[src/rtl/mem_sched_pkg.sv]
// ============================================================================
// Module   : mem_sched_pkg
// Purpose  : Shared types and constants for the memory-port scheduler.
//            - state_e : scheduler FSM states
//            - owner_e : which cache owns the memory port
//            - other_owner() : returns the opposite owner
// Revision : 1.0 - initial release
// ============================================================================
`default_nettype none

package mem_sched_pkg;

  typedef enum logic [1:0] {
    IDLE = 2'd0,
    REQ  = 2'd1,
    XFER = 2'd2,
    DONE = 2'd3
  } state_e;

  typedef enum logic {
    OWN_IC = 1'b0,
    OWN_DC = 1'b1
  } owner_e;

  localparam int LINE_BEATS_DFLT = 8;
  localparam int BEAT_CNT_W      = $clog2(LINE_BEATS_DFLT);

  function automatic owner_e other_owner(input owner_e o);
    return (o == OWN_IC) ? OWN_DC : OWN_IC;
  endfunction

endpackage

`default_nettype wire

[src/rtl/rr_pick2.sv]
// ============================================================================
// Module   : rr_pick2
// Purpose  : Two-requester round-robin pick. A lone requester always wins;
//            on a tie the requester that did not own the port last wins.
// Ports    : req_ic, req_dc  - request levels
//            last_owner      - owner of the most recent completed burst
//            any             - at least one request present
//            pick            - selected owner (valid when any=1)
// Revision : 1.0 - initial release
// ============================================================================
`default_nettype none

module rr_pick2
  import mem_sched_pkg::*;
(
  input  logic   req_ic,
  input  logic   req_dc,
  input  owner_e last_owner,
  output logic   any,
  output owner_e pick
);

  always_comb begin
    any  = req_ic | req_dc;
    pick = OWN_IC;
    if (req_ic && req_dc) begin
      pick = other_owner(last_owner);
    end else if (req_dc) begin
      pick = OWN_DC;
    end
  end

endmodule

`default_nettype wire

[src/rtl/mem_port_scheduler.sv]
// ============================================================================
// Module   : mem_port_scheduler
// Purpose  : Shares one main-memory burst port between the I-cache (fills)
//            and the D-cache (fills and writebacks). Arbitration is done per
//            transaction (round-robin); the grant is held for the whole
//            LINE_BEATS burst, read beats / write-ready are steered to the
//            owner, and the owner's done pulses once the burst completes.
// Ports    : clk, reset (async, active-high)
//            ic_req/ic_addr                       - I-cache fill request
//            dc_req/dc_we/dc_addr/dc_wdata        - D-cache request
//            ic_grant/dc_grant                    - port ownership
//            rdata/ic_rvalid/dc_rvalid/dc_wready  - beat steering
//            ic_done/dc_done                      - burst completion pulses
//            mem_req_*/mem_w*/mem_r*              - memory bridge side
//            err                                  - watchdog abort pulse
// Options  : `define MPS_TIMEOUT_EN enables a REQ/XFER stall watchdog of
//            TIMEOUT_CYC cycles; without it err is tied low.
// Revision : 1.0 - initial release
// ============================================================================
`default_nettype none

module mem_port_scheduler
  import mem_sched_pkg::*;
#(
  parameter int ADDR_W      = 64,
  parameter int DATA_W      = 64,
  parameter int LINE_BEATS  = LINE_BEATS_DFLT,
  parameter int TIMEOUT_CYC = 1024
) (
  input  logic              clk,
  input  logic              reset,
  input  logic              ic_req,
  input  logic [ADDR_W-1:0] ic_addr,
  input  logic              dc_req,
  input  logic              dc_we,
  input  logic [ADDR_W-1:0] dc_addr,
  input  logic [DATA_W-1:0] dc_wdata,
  output logic              ic_grant,
  output logic              dc_grant,
  output logic [DATA_W-1:0] rdata,
  output logic              ic_rvalid,
  output logic              dc_rvalid,
  output logic              dc_wready,
  output logic              ic_done,
  output logic              dc_done,
  output logic              mem_req_valid,
  input  logic              mem_req_ready,
  output logic [ADDR_W-1:0] mem_req_addr,
  output logic              mem_req_we,
  output logic [DATA_W-1:0] mem_wdata,
  output logic              mem_wvalid,
  input  logic              mem_wready,
  input  logic [DATA_W-1:0] mem_rdata,
  input  logic              mem_rvalid,
  output logic              err
);

  // Byte offset bits inside one cache line; these are zeroed on the bus.
  localparam int OFFS  = $clog2(LINE_BEATS * DATA_W / 8);
  localparam int CNT_W = $clog2(LINE_BEATS);

  state_e               state, state_nxt;
  owner_e               owner, last_owner, pick;
  logic                 any_req;
  logic                 we_q;
  logic [ADDR_W-OFFS-1:0] addr_hi;
  logic [CNT_W-1:0]     beat_cnt;
  logic                 beat_fire;
  logic                 last_beat;
  logic                 timeout;

  rr_pick2 u_pick (
    .req_ic     (ic_req),
    .req_dc     (dc_req),
    .last_owner (last_owner),
    .any        (any_req),
    .pick       (pick)
  );

  // A beat moves on the read or write channel depending on burst direction.
  assign beat_fire = (state == XFER) && (we_q ? mem_wready : mem_rvalid);
  assign last_beat = (beat_cnt == CNT_W'(LINE_BEATS - 1));

  assign mem_req_addr = {addr_hi, {OFFS{1'b0}}};
  assign mem_req_we   = we_q;

  // Low address bits are discarded by line alignment.
  wire unused_addr_low = ^{ic_addr[OFFS-1:0], dc_addr[OFFS-1:0]};

`ifdef MPS_TIMEOUT_EN
  localparam int TO_W = (TIMEOUT_CYC > 1) ? $clog2(TIMEOUT_CYC) : 1;

  logic [TO_W-1:0] to_cnt;
  logic            to_active;
  logic            to_progress;

  assign to_active   = (state == REQ) || (state == XFER);
  assign to_progress = ((state == REQ) && mem_req_ready) || beat_fire;
  assign timeout     = to_active && !to_progress &&
                       (to_cnt == TO_W'(TIMEOUT_CYC - 1));

  always_ff @(posedge clk or posedge reset) begin
    if (reset) begin
      to_cnt <= '0;
    end else if (!to_active || to_progress || timeout) begin
      to_cnt <= '0;
    end else begin
      to_cnt <= to_cnt + TO_W'(1);
    end
  end
`else
  assign timeout = 1'b0;
  wire unused_timeout_cfg = (TIMEOUT_CYC > 0);
`endif

  // State register
  always_ff @(posedge clk or posedge reset) begin
    if (reset) begin
      state <= IDLE;
    end else begin
      state <= state_nxt;
    end
  end

  // Next state and outputs
  always_comb begin
    state_nxt     = state;
    ic_grant      = 1'b0;
    dc_grant      = 1'b0;
    rdata         = '0;
    ic_rvalid     = 1'b0;
    dc_rvalid     = 1'b0;
    dc_wready     = 1'b0;
    ic_done       = 1'b0;
    dc_done       = 1'b0;
    mem_req_valid = 1'b0;
    mem_wdata     = '0;
    mem_wvalid    = 1'b0;
    err           = 1'b0;

    case (state)
      IDLE: begin
        if (any_req) state_nxt = REQ;
      end
      REQ: begin
        ic_grant      = (owner == OWN_IC);
        dc_grant      = (owner == OWN_DC);
        mem_req_valid = 1'b1;
        if (mem_req_ready) state_nxt = XFER;
      end
      XFER: begin
        ic_grant = (owner == OWN_IC);
        dc_grant = (owner == OWN_DC);
        if (we_q) begin
          mem_wvalid = 1'b1;
          mem_wdata  = dc_wdata;
          dc_wready  = mem_wready;
        end else begin
          rdata     = mem_rdata;
          ic_rvalid = mem_rvalid && (owner == OWN_IC);
          dc_rvalid = mem_rvalid && (owner == OWN_DC);
        end
        if (beat_fire && last_beat) state_nxt = DONE;
      end
      DONE: begin
        ic_done   = (owner == OWN_IC);
        dc_done   = (owner == OWN_DC);
        state_nxt = IDLE;
      end
      default: state_nxt = IDLE;
    endcase

    // Watchdog abort completes the burst as far as the owner is concerned.
    if (timeout) begin
      state_nxt = IDLE;
      err       = 1'b1;
      ic_done   = (owner == OWN_IC);
      dc_done   = (owner == OWN_DC);
    end
  end

  // Transaction context and beat counter
  always_ff @(posedge clk or posedge reset) begin
    if (reset) begin
      owner      <= OWN_IC;
      last_owner <= OWN_DC;
      we_q       <= 1'b0;
      addr_hi    <= '0;
      beat_cnt   <= '0;
    end else begin
      if (state == IDLE && any_req) begin
        owner   <= pick;
        addr_hi <= (pick == OWN_IC) ? ic_addr[ADDR_W-1:OFFS]
                                    : dc_addr[ADDR_W-1:OFFS];
        we_q    <= (pick == OWN_DC) && dc_we;
      end
      if (state == REQ && mem_req_ready) begin
        beat_cnt <= '0;
      end else if (beat_fire) begin
        beat_cnt <= beat_cnt + CNT_W'(1);
      end
      if (state == DONE || timeout) begin
        last_owner <= owner;
      end
    end
  end

endmodule

`default_nettype wire

[config.mk]
export PLATFORM = sky130hd
export DESIGN_NAME = mem_port_scheduler
export DESIGN_NICKNAME = d
export VERILOG_FILES = /design/src/rtl/mem_sched_pkg.sv /design/src/rtl/rr_pick2.sv /design/src/rtl/mem_port_scheduler.sv
export SDC_FILE = /design/constraint.sdc
export NUM_CORES = 1
export LEC_CHECK = 0
export ABC_AREA = 1
export BUFFER_PORTS_ARGS = -buffer_cell sky130_fd_sc_hd__buf_4
export CAP_MARGIN = 30
export CORE_AREA = 3 3 181 183
export DETAILED_ROUTE_END_ITERATION = 12
export DIE_AREA = 0 0 184 186
export PLACE_DENSITY = 0.5
export SLEW_MARGIN = 20
export SYNTH_ARGS = -nofsm -noshare
export SYNTH_HDL_FRONTEND = slang
export SYNTH_SLANG_ARGS = --single-unit
export TNS_END_PERCENT = 20
[constraint.sdc]
create_clock -name clk -period 2.3 [get_ports clk]
set_input_delay 0.23 -clock clk [delete_from_list [all_inputs] [get_ports clk]]
set_output_delay 0.23 -clock clk [all_outputs]
set_load 0.01 [all_outputs]
==> reports/summary.txt, run 1 <==
total I/O pin count: 467
Sw Pwr: 3.500 mW
clk buf depth: 2
total negative setup slack: 0 ps
Cell Rows: 65
nets: 1,361
Slew Viols, Final: 0
Avg Inst Size Synth: 6.428 sq um
Die W: 184 um
fill count: 3,535
RSZ-0062 raised after global routing: no
TritonCTS clock tree: built
clock skew: 16.59 ps
Clk pwr share: 18.5%
die height: 186 um
worst vdd ir: 0.3966 mV
initial antenna violation count: 3
die area: 34,220 sq um
Comb pwr share: 56.7%
placed cells: 1,481
Main synth FF type: dfrtp_1
outcome: finished clean
worst skew pair latency: 350 ps
Synth async-reset ratio: 100.0%
Setup CP Type: reg2out
Initial DRC Count: 200
total wire length: 24,650 um
Yosys Warn Count: 0
Antenna Nets Post-Route: 0
vias in the first global route: 5,625
Critical Path Sink Type: output pin
Place WS: 433.4 ps
Worst-Margin Slew: 535.4 ps
period utilization: 94.45%
Netlist Area Pre-Place: 4249 sq um
via/cell ratio: 3.809
drc violations: 0
CP required: 2070 ps
first-pass GRT wire length: 34,480 um
switching share of power: 41.02%
count of different cell masters after synthesis: 23
via count: 5,710
Final setup viols: 0
proportion of layout cells with a drive suffix above 1: 44.75%
area grow syn2layout: 97.64%
GP Congestion: 0.8913
DPL Wire Length: 20,350 um
worst rel slew slack: 64.26%
maxcap violations: 0
fin worst setup slack: 127.7 ps
CTS buffer count: 9
Int Pwr: 5.032 mW
core area: 31,390 sq um
Sequential Power Share: 24.8%
clock-pin slew on the worst setup and hold paths: 70 ps
CTS sink count: 66
1st-pass router iterations: 4
number of synthesized flops with an enable pin: 0
GRT Residual Overflow: 0
final hold vios: 0
leakage: 4.844 nW
DR WL/cell: 16.44 um
CTS Root Cell: clkbuf_16
H-Tree Level Count: 3
CP Data Arrival Time: 1940 ps
Startpoint Class: flip-flop
Hold WC Path Type: in2reg
count of state elements after synthesis: 66
All-Layer GR Usage: 13.49%
starting density of the core: 13.54%
Seq/Total Area, Yosys: 38.90%
final non-filler cell total: 1,499
post-synthesis cell count: 661
PortBufs: 447
final hold slack: 133.0 ps
critical-path maximum fanout: 43
min cycle time layout: 2172 ps
Power Dens Cells: 1016 nW/um^2
Max Fclk: 460.4 MHz
pin count of the biggest net entering global routing: 65
-- critical path, cell delays in order, from the launching register on --
cell and delay [ps]:
dfrtp_1 410, inv_1 100, ha_1 290, nand2_2 250, buf_12 250, nor2_1 140
buf_4 160
-- synthesized netlist by cell type, types with 2 or more instances --
master | instances | share of area [%]
a21oi_1 | 3 | 0.35
nand3_1 | 7 | 0.82
buf_1 | 5 | 0.44
ha_1 | 6 | 1.8
nor2_1 | 191 | 17
buf_6 | 4 | 1.1
o21ai_1 | 2 | 0.24
dfrtp_1 | 65 | 38
buf_4 | 7 | 1.2
buf_2 | 14 | 1.6
a31oi_2 | 10 | 2.9
nand2_1 | 135 | 12
inv_1 | 141 | 12
clkbuf_1 | 15 | 1.3
a31oi_1 | 48 | 7.1
-- layer usage --
layer | wire length [um] | up-vias | part of all wire (%) | track usage [%]
li1 | - | 2802 | - | -
met1 | 10030 | 2586 | 41 | 16.16
met2 | 11400 | 296 | 46 | 22.11
met3 | 2757 | 24 | 11 | 5.765
met4 | 453 | 2 | 1.8 | 3.931
met5 | 13 | - | 0.053 | 0
-- cell usage in the layout, fill, tap and decap left out, drive strengths merged --
cell / n
diode: 2
clkinv: 1
conb: 7
buf: 457
clkbuf: 11
dlygate4sd3: 1
o21a: 1
a31oi: 58
nor2: 191
inv: 141
clkinvlp: 2
ha: 6
bufinv: 2
dfrtp: 65
or2: 1
nand2: 136
a21oi: 3
o21ai: 3
dfstp: 1
a22oi: 1
nand3: 7
-- repair_timing --
item	CTS	global route
endpoints found under the setup margin	0	64
buffers inserted	0	0
hold buffers	1	0
gates resized for setup	0	1
endpoints found under the hold margin	26	0
-- power groups by stage --
stage | registers [mW] | clock network [mW] | logic [mW]
6_report | 2.11 | 1.58 | 4.84
5_1_grt | 2.20 | 1.68 | 5.32
4_1_cts | 2.13 | 1.65 | 4.94
3_5_place_dp | 2.13 | 0 | 4.93
3_3_place_gp | 2.11 | 0 | 4.91
2_1_floorplan | 2.33 | 0 | 2.12
-- worst paths after layout --
path                        startpoint             to  slack [ps]  cells after the start
max reg2reg                   state[0]       state[1]         630                      9
max                           state[0]  mem_wdata[63]         130                      6
min in group asynchronous        reset     addr_hi[9]         460                      3
min reg2reg                 last_owner     last_owner         470                      2
max in group asynchronous        reset    addr_hi[46]        1180                      4
min                        dc_addr[53]    addr_hi[47]         130                      3
-- metrics by stage --
stage	power (mW)	utilization, %	cell area (sq um)
floorplan	4.445	-	4272
global placement	7.017	25.65	8051
detailed placement	7.063	25.65	8051
CTS	8.708	26.72	8389
global route	9.205	26.74	8393
finish	8.532	26.75	8398
-- registers in the layout, indices dropped and copies added, names as in the netlist --
name	cells
addr_hi	58
beat_cnt	3
last_owner	1
mem_req_we	1
owner	1
state	2
-- cells by family after synthesis --
| family | after synthesis | synth area share [%] |
|---|---|---|
| AND/OR/NAND/NOR | 335 | 29.92 |
| buffers and inverters | 187 | 18.26 |
| AO/OA/AOI/OAI | 66 | 11.07 |
| flip-flops | 66 | 38.90 |
| adder cells (fa/ha/maj) | 6 | 1.767 |
| other | 1 | 0.08825 |
-- final cells by class --
type,instances,area [sq um],area share [%]
clock buffers,11,252.7,3.010
inverters,142,534.3,6.362
repair buffers,458,3520,41.91
clock inverters,4,75.07,0.8939
multi-input cells,414,1856,22.09
well taps,402,503.0,5.989
flip-flops and latches,66,1653,19.68
diodes,2,5.005,0.05959
Note: power is estimated with default switching activity, not from simulation.
==> run 2: changes to the inputs <==
--- a/config.mk
+++ b/config.mk
@@ -8,9 +8,10 @@
 export ABC_AREA = 1
 export BUFFER_PORTS_ARGS = -buffer_cell sky130_fd_sc_hd__buf_4
 export CAP_MARGIN = 30
-export CORE_AREA = 3 3 181 183
+export CORE_AREA = 3 3 179 181
+export CTS_BUF_LIST = sky130_fd_sc_hd__clkbuf_4
 export DETAILED_ROUTE_END_ITERATION = 12
-export DIE_AREA = 0 0 184 186
+export DIE_AREA = 0 0 182 184
 export PLACE_DENSITY = 0.5
 export SLEW_MARGIN = 20
 export SYNTH_ARGS = -nofsm -noshare
==> reports/summary.txt, run 2 (synthesis gave the netlist of run 1 again) <==
critical-path cell list: inv_1, ha_2, nand2_2, buf_12, nor2_1, buf_4
delay-heaviest family, CP: flip-flops
drc violations: 0 (unchanged)
commonest non-fill, non-tap cell in the layout: buf_4
Critical path buffers and inverters: 3 (unchanged)
TritonCTS clock tree: built
CP Data Arrival Time: 1890 ps (-50 ps)
1st-pass router iterations: 4 (unchanged)
All-Layer GR Usage: 12.95% (-0.54 points)
CTS buffer count: 9 (unchanged)
commonest cells after routing, fill and taps aside: 457 x buf_4, 190 x nor2_1, 140 x inv_1
Slew Viols, Final: 0 (unchanged)
via/cell ratio: 3.743 (-1.7%)
die area: 33,490 sq um (-2.2%)
max FFs per register: 58 (unchanged)
RSZ-0062 raised after global routing: no
total negative setup slack: 0 ps (unchanged)
Initial DRC Count: 220 (+10%)
first-pass GRT wire length: 33,510 um (-2.8%)
total I/O pin count: 467 (unchanged)
PortBufs: 447 (unchanged)
Max stage delay cell, worst path: dfrtp_1
via count: 5,847 (+2.4%)
min cycle time layout: 2124 ps (-48.24 ps)
Setup CP Type: reg2out
Worst-Margin Slew: 637.6 ps (+102.2 ps)
worst rel slew slack: 57.44% (-6.8 points)
clock-pin slew on the worst setup and hold paths: 160 ps (+90 ps)
vias in the first global route: 5,720 (+1.7%)
GRT Residual Overflow: 0 (unchanged)
CTS sink count: 66 (unchanged)
Startpoint Class: flip-flop
placed cells: 1,479 (-0.14%)
pin count of the biggest net entering global routing: 66 (+1.5%)
maxcap violations: 0 (unchanged)
Largest Register: addr_hi
total wire length: 23,250 um (-5.7%)
H-Tree Level Count: 3 (unchanged)
clk buf depth: 2 (unchanged)
nets: 1,430 (+5.1%)
starting density of the core: 13.89% (+0.36 points)
worst vdd ir: 0.5366 mV (+35%)
area grow syn2layout: 108.5%
core area: 30,590 sq um (-2.6%)
Critical Path Sink Type: output pin
proportion of layout cells with a drive suffix above 1: 42.66% (-2.1 points)
leakage: 5.039 nW (+4.0%)
Power Dens Cells: 908.5 nW/um^2 (-11%)
fill count: 3,396 (-3.9%)
GP Congestion: 0.7794 (-13%)
CTS Root Cell: clkbuf_4
worst skew pair latency: 450 ps (+100 ps)
Post CTS Setup Buffer Count: 0 (unchanged)
Antenna Nets Post-Route: 0 (unchanged)
Util after Layout: 28.96% (+2.2 points)
Cell Rows: 64 (-1.5%)
die height: 184 um (-1.1%)
initial antenna violation count: 4 (+1)
Hold WC Path Type: in2reg
critical-path maximum fanout: 65 (+51%)
DPL Wire Length: 18,560 um (-8.8%)
Max stage delay on crit path: 450 ps (+40 ps)
setup slack, reg-to-reg: 180 ps (-450 ps)
Die W: 182 um (-1.1%)
period utilization: 92.35% (-2.1 points)
clock skew: 37.12 ps (+20.53 ps)
Pwr Total: 8.049 mW (-5.7%)
Final setup viols: 0 (unchanged)
DR WL/cell: 14.88 um (-9.5%)
R2R depth: 6 (-3)
outcome: finished clean
CP required: 2070 ps (about the same)
final non-filler cell total: 1,562 (+4.2%)
Hold Path Stages: 3 (unchanged)
top flop regs: addr_hi (58), beat_cnt (3), state (2)
critical path depth: 6 (unchanged)
final hold vios: 0 (unchanged)
Max Fclk: 470.8 MHz (+2.3%)
[run 2: changes by cell type in the layout (fill, tap and decap cells not counted), sizes merged]
| cell | delta |
|---|---|
| clkinv | +2 |
| clkbuf | -1 |
| diode | -1 |
| buf | +4 |
| inv | +1 |
| dlygate4sd3 | +65 |
| bufinv | -1 |
[run 2: path summary, 6_finish.rpt]
check | start | endpoint
max | state[0] | mem_wdata[8]
min | ic_addr[43] | addr_hi[37]
min in group asynchronous | reset | addr_hi[6]
max reg2reg | state[0] | addr_hi[10]
max in group asynchronous | reset | addr_hi[21]
min reg2reg | beat_cnt[0] | beat_cnt[0]
[run 2: cell type report]
class | instances | area (sq um) | share of cell area [%]
Antenna cell | 1 | 2.502 | 0.02824
Clock buffer | 10 | 75.07 | 0.8473
Clock inverter | 6 | 67.56 | 0.7626
Inverter | 142 | 534.3 | 6.030
Multi-Input combinational cell | 414 | 1861 | 21.00
Sequential cell | 66 | 1653 | 18.66
Tap cell | 396 | 495.5 | 5.592
Timing Repair Buffer | 527 | 4172 | 47.08
[run 2: power by group]
part | internal [mW] | switching (mW) | total (mW)
registers | 1.75 | 0.364 | 2.12
clock network | 0.347 | 0.524 | 0.872
logic | 2.48 | 2.58 | 5.06
[run 2: tightest hold or removal path: stages]
cell     delay [ps]
buf_4           100
nand2_1          50
a31oi_1          70
[run 2: repair_timing]
action                     4_1_cts  5_1_grt
hold buffers                    64        2
setup endpoints to repair       65       79
pin swaps                        0        0
gates resized for setup          3        2
cloned                           0        0
hold endpoints to repair        68        2
[run 2: stage by stage]
step | hold WS [ps] | area (sq um) | worst slack (ps)
3_3_place_gp | 361.1 | 8036 | 427.4
3_5_place_dp | 356.3 | 8036 | 347.9
2_1_floorplan | 376.4 | 4272 | 416.8
4_1_cts | 0.07788 | 8832 | 31.95
6_report | 53.01 | 8860 | 176.0
5_1_grt | 1.304 | 8860 | 4.421
[run 2: layer usage]
metal / part of all wire, % / global-route usage [%] / vias to the layer above
li1: - / - / 2939
met1: 38 / 14.48 / 2610
met2: 52 / 23.38 / 263
met3: 9.1 / 4.432 / 29
met4: 1.6 / 3.687 / 6
met5: 0.18 / 0 / -
==> run 3: changes to the inputs <==
--- a/config.mk
+++ b/config.mk
@@ -5,14 +5,15 @@
 export SDC_FILE = /design/constraint.sdc
 export NUM_CORES = 1
 export LEC_CHECK = 0
-export ABC_AREA = 1
+export ABC_AREA = 0
 export BUFFER_PORTS_ARGS = -buffer_cell sky130_fd_sc_hd__buf_4
 export CAP_MARGIN = 30
-export CORE_AREA = 3 3 179 181
+export CORE_AREA = 3 3 180 182
 export CTS_BUF_LIST = sky130_fd_sc_hd__clkbuf_4
 export DETAILED_ROUTE_END_ITERATION = 12
-export DIE_AREA = 0 0 182 184
+export DIE_AREA = 0 0 183 185
 export PLACE_DENSITY = 0.5
+export SETUP_SLACK_MARGIN = 0.5
 export SLEW_MARGIN = 20
 export SYNTH_ARGS = -nofsm -noshare
 export SYNTH_HDL_FRONTEND = slang
==> reports/summary.txt, run 3 <==
Power Dens Cells: 1030 nW/um^2 (+13%)
max FFs per register: 58 (unchanged)
leakage: 4.777 nW (-5.2%)
Hold WC Path Type: in2reg
R2R depth: 6 (unchanged)
initial antenna violation count: 1 (-3)
Setup CP Type: reg2out
nets: 1,176 (-18%)
Max stage delay on crit path: 430 ps (-20 ps)
vias in the first global route: 4,983 (-13%)
largest cells by area after synthesis: dfrtp_1 39%, mux2i_1 14%, and2_1 10%
final hold vios: 0 (unchanged)
maxcap violations: 0 (unchanged)
PortBufs: 447 (unchanged)
1st-pass router iterations: 4 (unchanged)
Final Cell Area: 8840 sq um (-0.23%)
register area: 1654 sq um (about the same)
period utilization: 86.42% (-5.9 points)
Max stage delay cell, worst path: dfrtp_1
CTS Root Cell: clkbuf_4
worst rel slew slack: 56.03% (-1.4 points)
count of state elements after synthesis: 66 (unchanged)
outcome: finished clean
All-Layer GR Usage: 12.98% (+0.026 points)
total I/O pin count: 467 (unchanged)
critical-path maximum fanout: 6 (-91%)
Seq/Total Area, Yosys: 39.62% (+0.72 points)
final non-filler cell total: 1,308 (-16%)
final hold slack: 80.66 ps (+27.65 ps)
DPL Wire Length: 19,710 um (+6.2%)
core area: 30,750 sq um (+0.52%)
commonest cells in the netlist: 68 x and2_1, 66 x and3_1, 65 x dfrtp_1, 61 x o21ai_0, 59 x nand2_1
area leader, netlist: dfrtp_1
critical-path cell list: ha_4, and2b_4, buf_12, clkbuf_16, and2_1, buf_6
Antenna Nets Post-Route: 0 (unchanged)
Yosys Warn Count: 0 (unchanged)
worst skew pair latency: 410 ps (-40 ps)
Worst-Margin Slew: 658.2 ps (+20.54 ps)
CP Data Arrival Time: 1760 ps (-130 ps)
CP required: 2070 ps (about the same)
Util after Layout: 28.75% (-0.22 points)
clock skew: 13.33 ps (-23.80 ps)
post-synthesis cell count: 461 (-30%)
Netlist Area Pre-Place: 4172 sq um (-1.8%)
Initial DRC Count: 129 (-41%)
Hold Path Stages: 2 (-1)
clk buf depth: 2 (unchanged)
H-Tree Level Count: 3 (unchanged)
CTS buffer count: 9 (unchanged)
Avg Inst Size Synth: 9.049 sq um (+41%)
Startpoint Class: flip-flop
number of synthesized flops with an enable pin: 0 (unchanged)
critical path depth: 6 (unchanged)
total wire length: 24,450 um (+5.2%)
Die W: 183 um (+0.55%)
die area: 33,860 sq um (+1.1%)
placed instance area: 7941 sq um (-1.2%)
worst vdd ir: 0.3088 mV (-42%)
RSZ-0062 raised after global routing: yes
DR WL/cell: 18.69 um (+26%)
top-count cell post-synth: and2_1
TritonCTS clock tree: built
delay-heaviest family, CP: flip-flops
fill count: 3,360 (-1.1%)
first-pass GRT wire length: 32,850 um (-2.0%)
count of different cell masters after synthesis: 31 (+35%)
Slew Viols, Final: 0 (unchanged)
starting density of the core: 13.57% (-0.32 points)
commonest cells after routing, fill and taps aside: 392 x buf_4, 67 x buf_6, 65 x and3_1
pin count of the biggest net entering global routing: 69 (+4.5%)
min cycle time layout: 1988 ps (-136.3 ps)
footprint of the multi-input gates: 2441 sq um (+31%)
via count: 5,027 (-14%)
drc violations: 0 (unchanged)
via/cell ratio: 3.843 (+2.7%)
CTS sink count: 66 (unchanged)
Place WS: 394.4 ps (+46.51 ps)
fin worst setup slack: 312.3 ps (+136.3 ps)
area grow syn2layout: 111.9%
Critical path buffers and inverters: 3 (unchanged)
die height: 185 um (+0.54%)
Pwr Total: 9.107 mW (+13%)
clock-pin slew on the worst setup and hold paths: 110 ps (-50 ps)
Synth async-reset ratio: 100.0% (unchanged)
GRT Residual Overflow: 0 (unchanged)
Critical Path Sink Type: output pin
Final setup viols: 0 (unchanged)
Main synth FF type: dfrtp_1
proportion of layout cells with a drive suffix above 1: 61.80% (+19 points)
Largest Register: addr_hi
placed cells: 1,272 (-14%)
GP Congestion: 0.8177 (+4.9%)
Max Fclk: 503.1 MHz (+6.9%)
post-synth top area share: 38.99% (+0.71 points)
Cell Rows: 64 (unchanged)
total negative setup slack: 0 ps (unchanged)
top flop regs: addr_hi (58), beat_cnt (3), state (2)
commonest non-fill, non-tap cell in the layout: buf_4
run 3: cell types whose count changed in the layout (fill, tap and decap cells not counted), sizes merged, moves of 11 or more:
cell	delta
a31oi	-58
and2	+68
and3	+66
buf	+11
dlygate4sd3	-65
inv	-139
mux2i	+59
nand2	-77
nor2	-190
o21ai	+59
run 3: repair_timing:
action | 4_1_cts | 5_1_grt
gates resized for setup | 91 | 52
hold endpoints to repair | 27 | 0
hold buffers | 1 | 0
setup buffers | 9 | 0
pin swaps | 2 | 24
setup endpoints to repair | 135 | 189
gates cloned | 5 | 4
run 3: layout make-up:
class	instances	area share, %
Multi-Input combinational cell	348	27.61
Inverter	4	0.2123
Antenna cell	1	0.02831
Tap cell	396	5.605
Clock inverter	6	0.6511
Clock buffer	10	0.8493
Sequential cell	66	18.71
Timing Repair Buffer	477	46.33
run 3: report_power, final:
group,switching [mW],internal (mW),leakage (nW)
Sequential,0.336,1.72,0.814
Clock,0.444,0.335,0.0675
Combinational,2.89,3.37,3.89
Total,3.67,5.43,4.78
run 3: kinds of logic after synthesis:
kind of cell | synth area share [%]
AND/OR/NAND/NOR | 26.93
AO/OA/AOI/OAI | 9.448
flip-flops | 39.62
multiplexers | 15.15
buffers and inverters | 6.958
adder cells (fa/ha/maj) | 1.800
other | 0.08990
run 3: final timing paths:
check	startpoint	end	slack, ps
max in group asynchronous	reset	last_owner	1140
worst min register to register	addr_hi[55]	addr_hi[55]	490
worst min-delay path	dc_we	mem_req_we	80
min in group asynchronous	reset	addr_hi[18]	440
worst max-delay path	state[1]	rdata[31]	310
worst max register to register	state[1]	state[1]	400
run 3: metal layers:
layer | part of all wire (%) | track usage (%) | vias to the layer above
met5 | 0 | 0 | -
met4 | 1.6 | 2.773 | 0
met3 | 9.0 | 4.262 | 21
met2 | 50 | 23.24 | 253
met1 | 40 | 15.15 | 2312
li1 | - | - | 2441
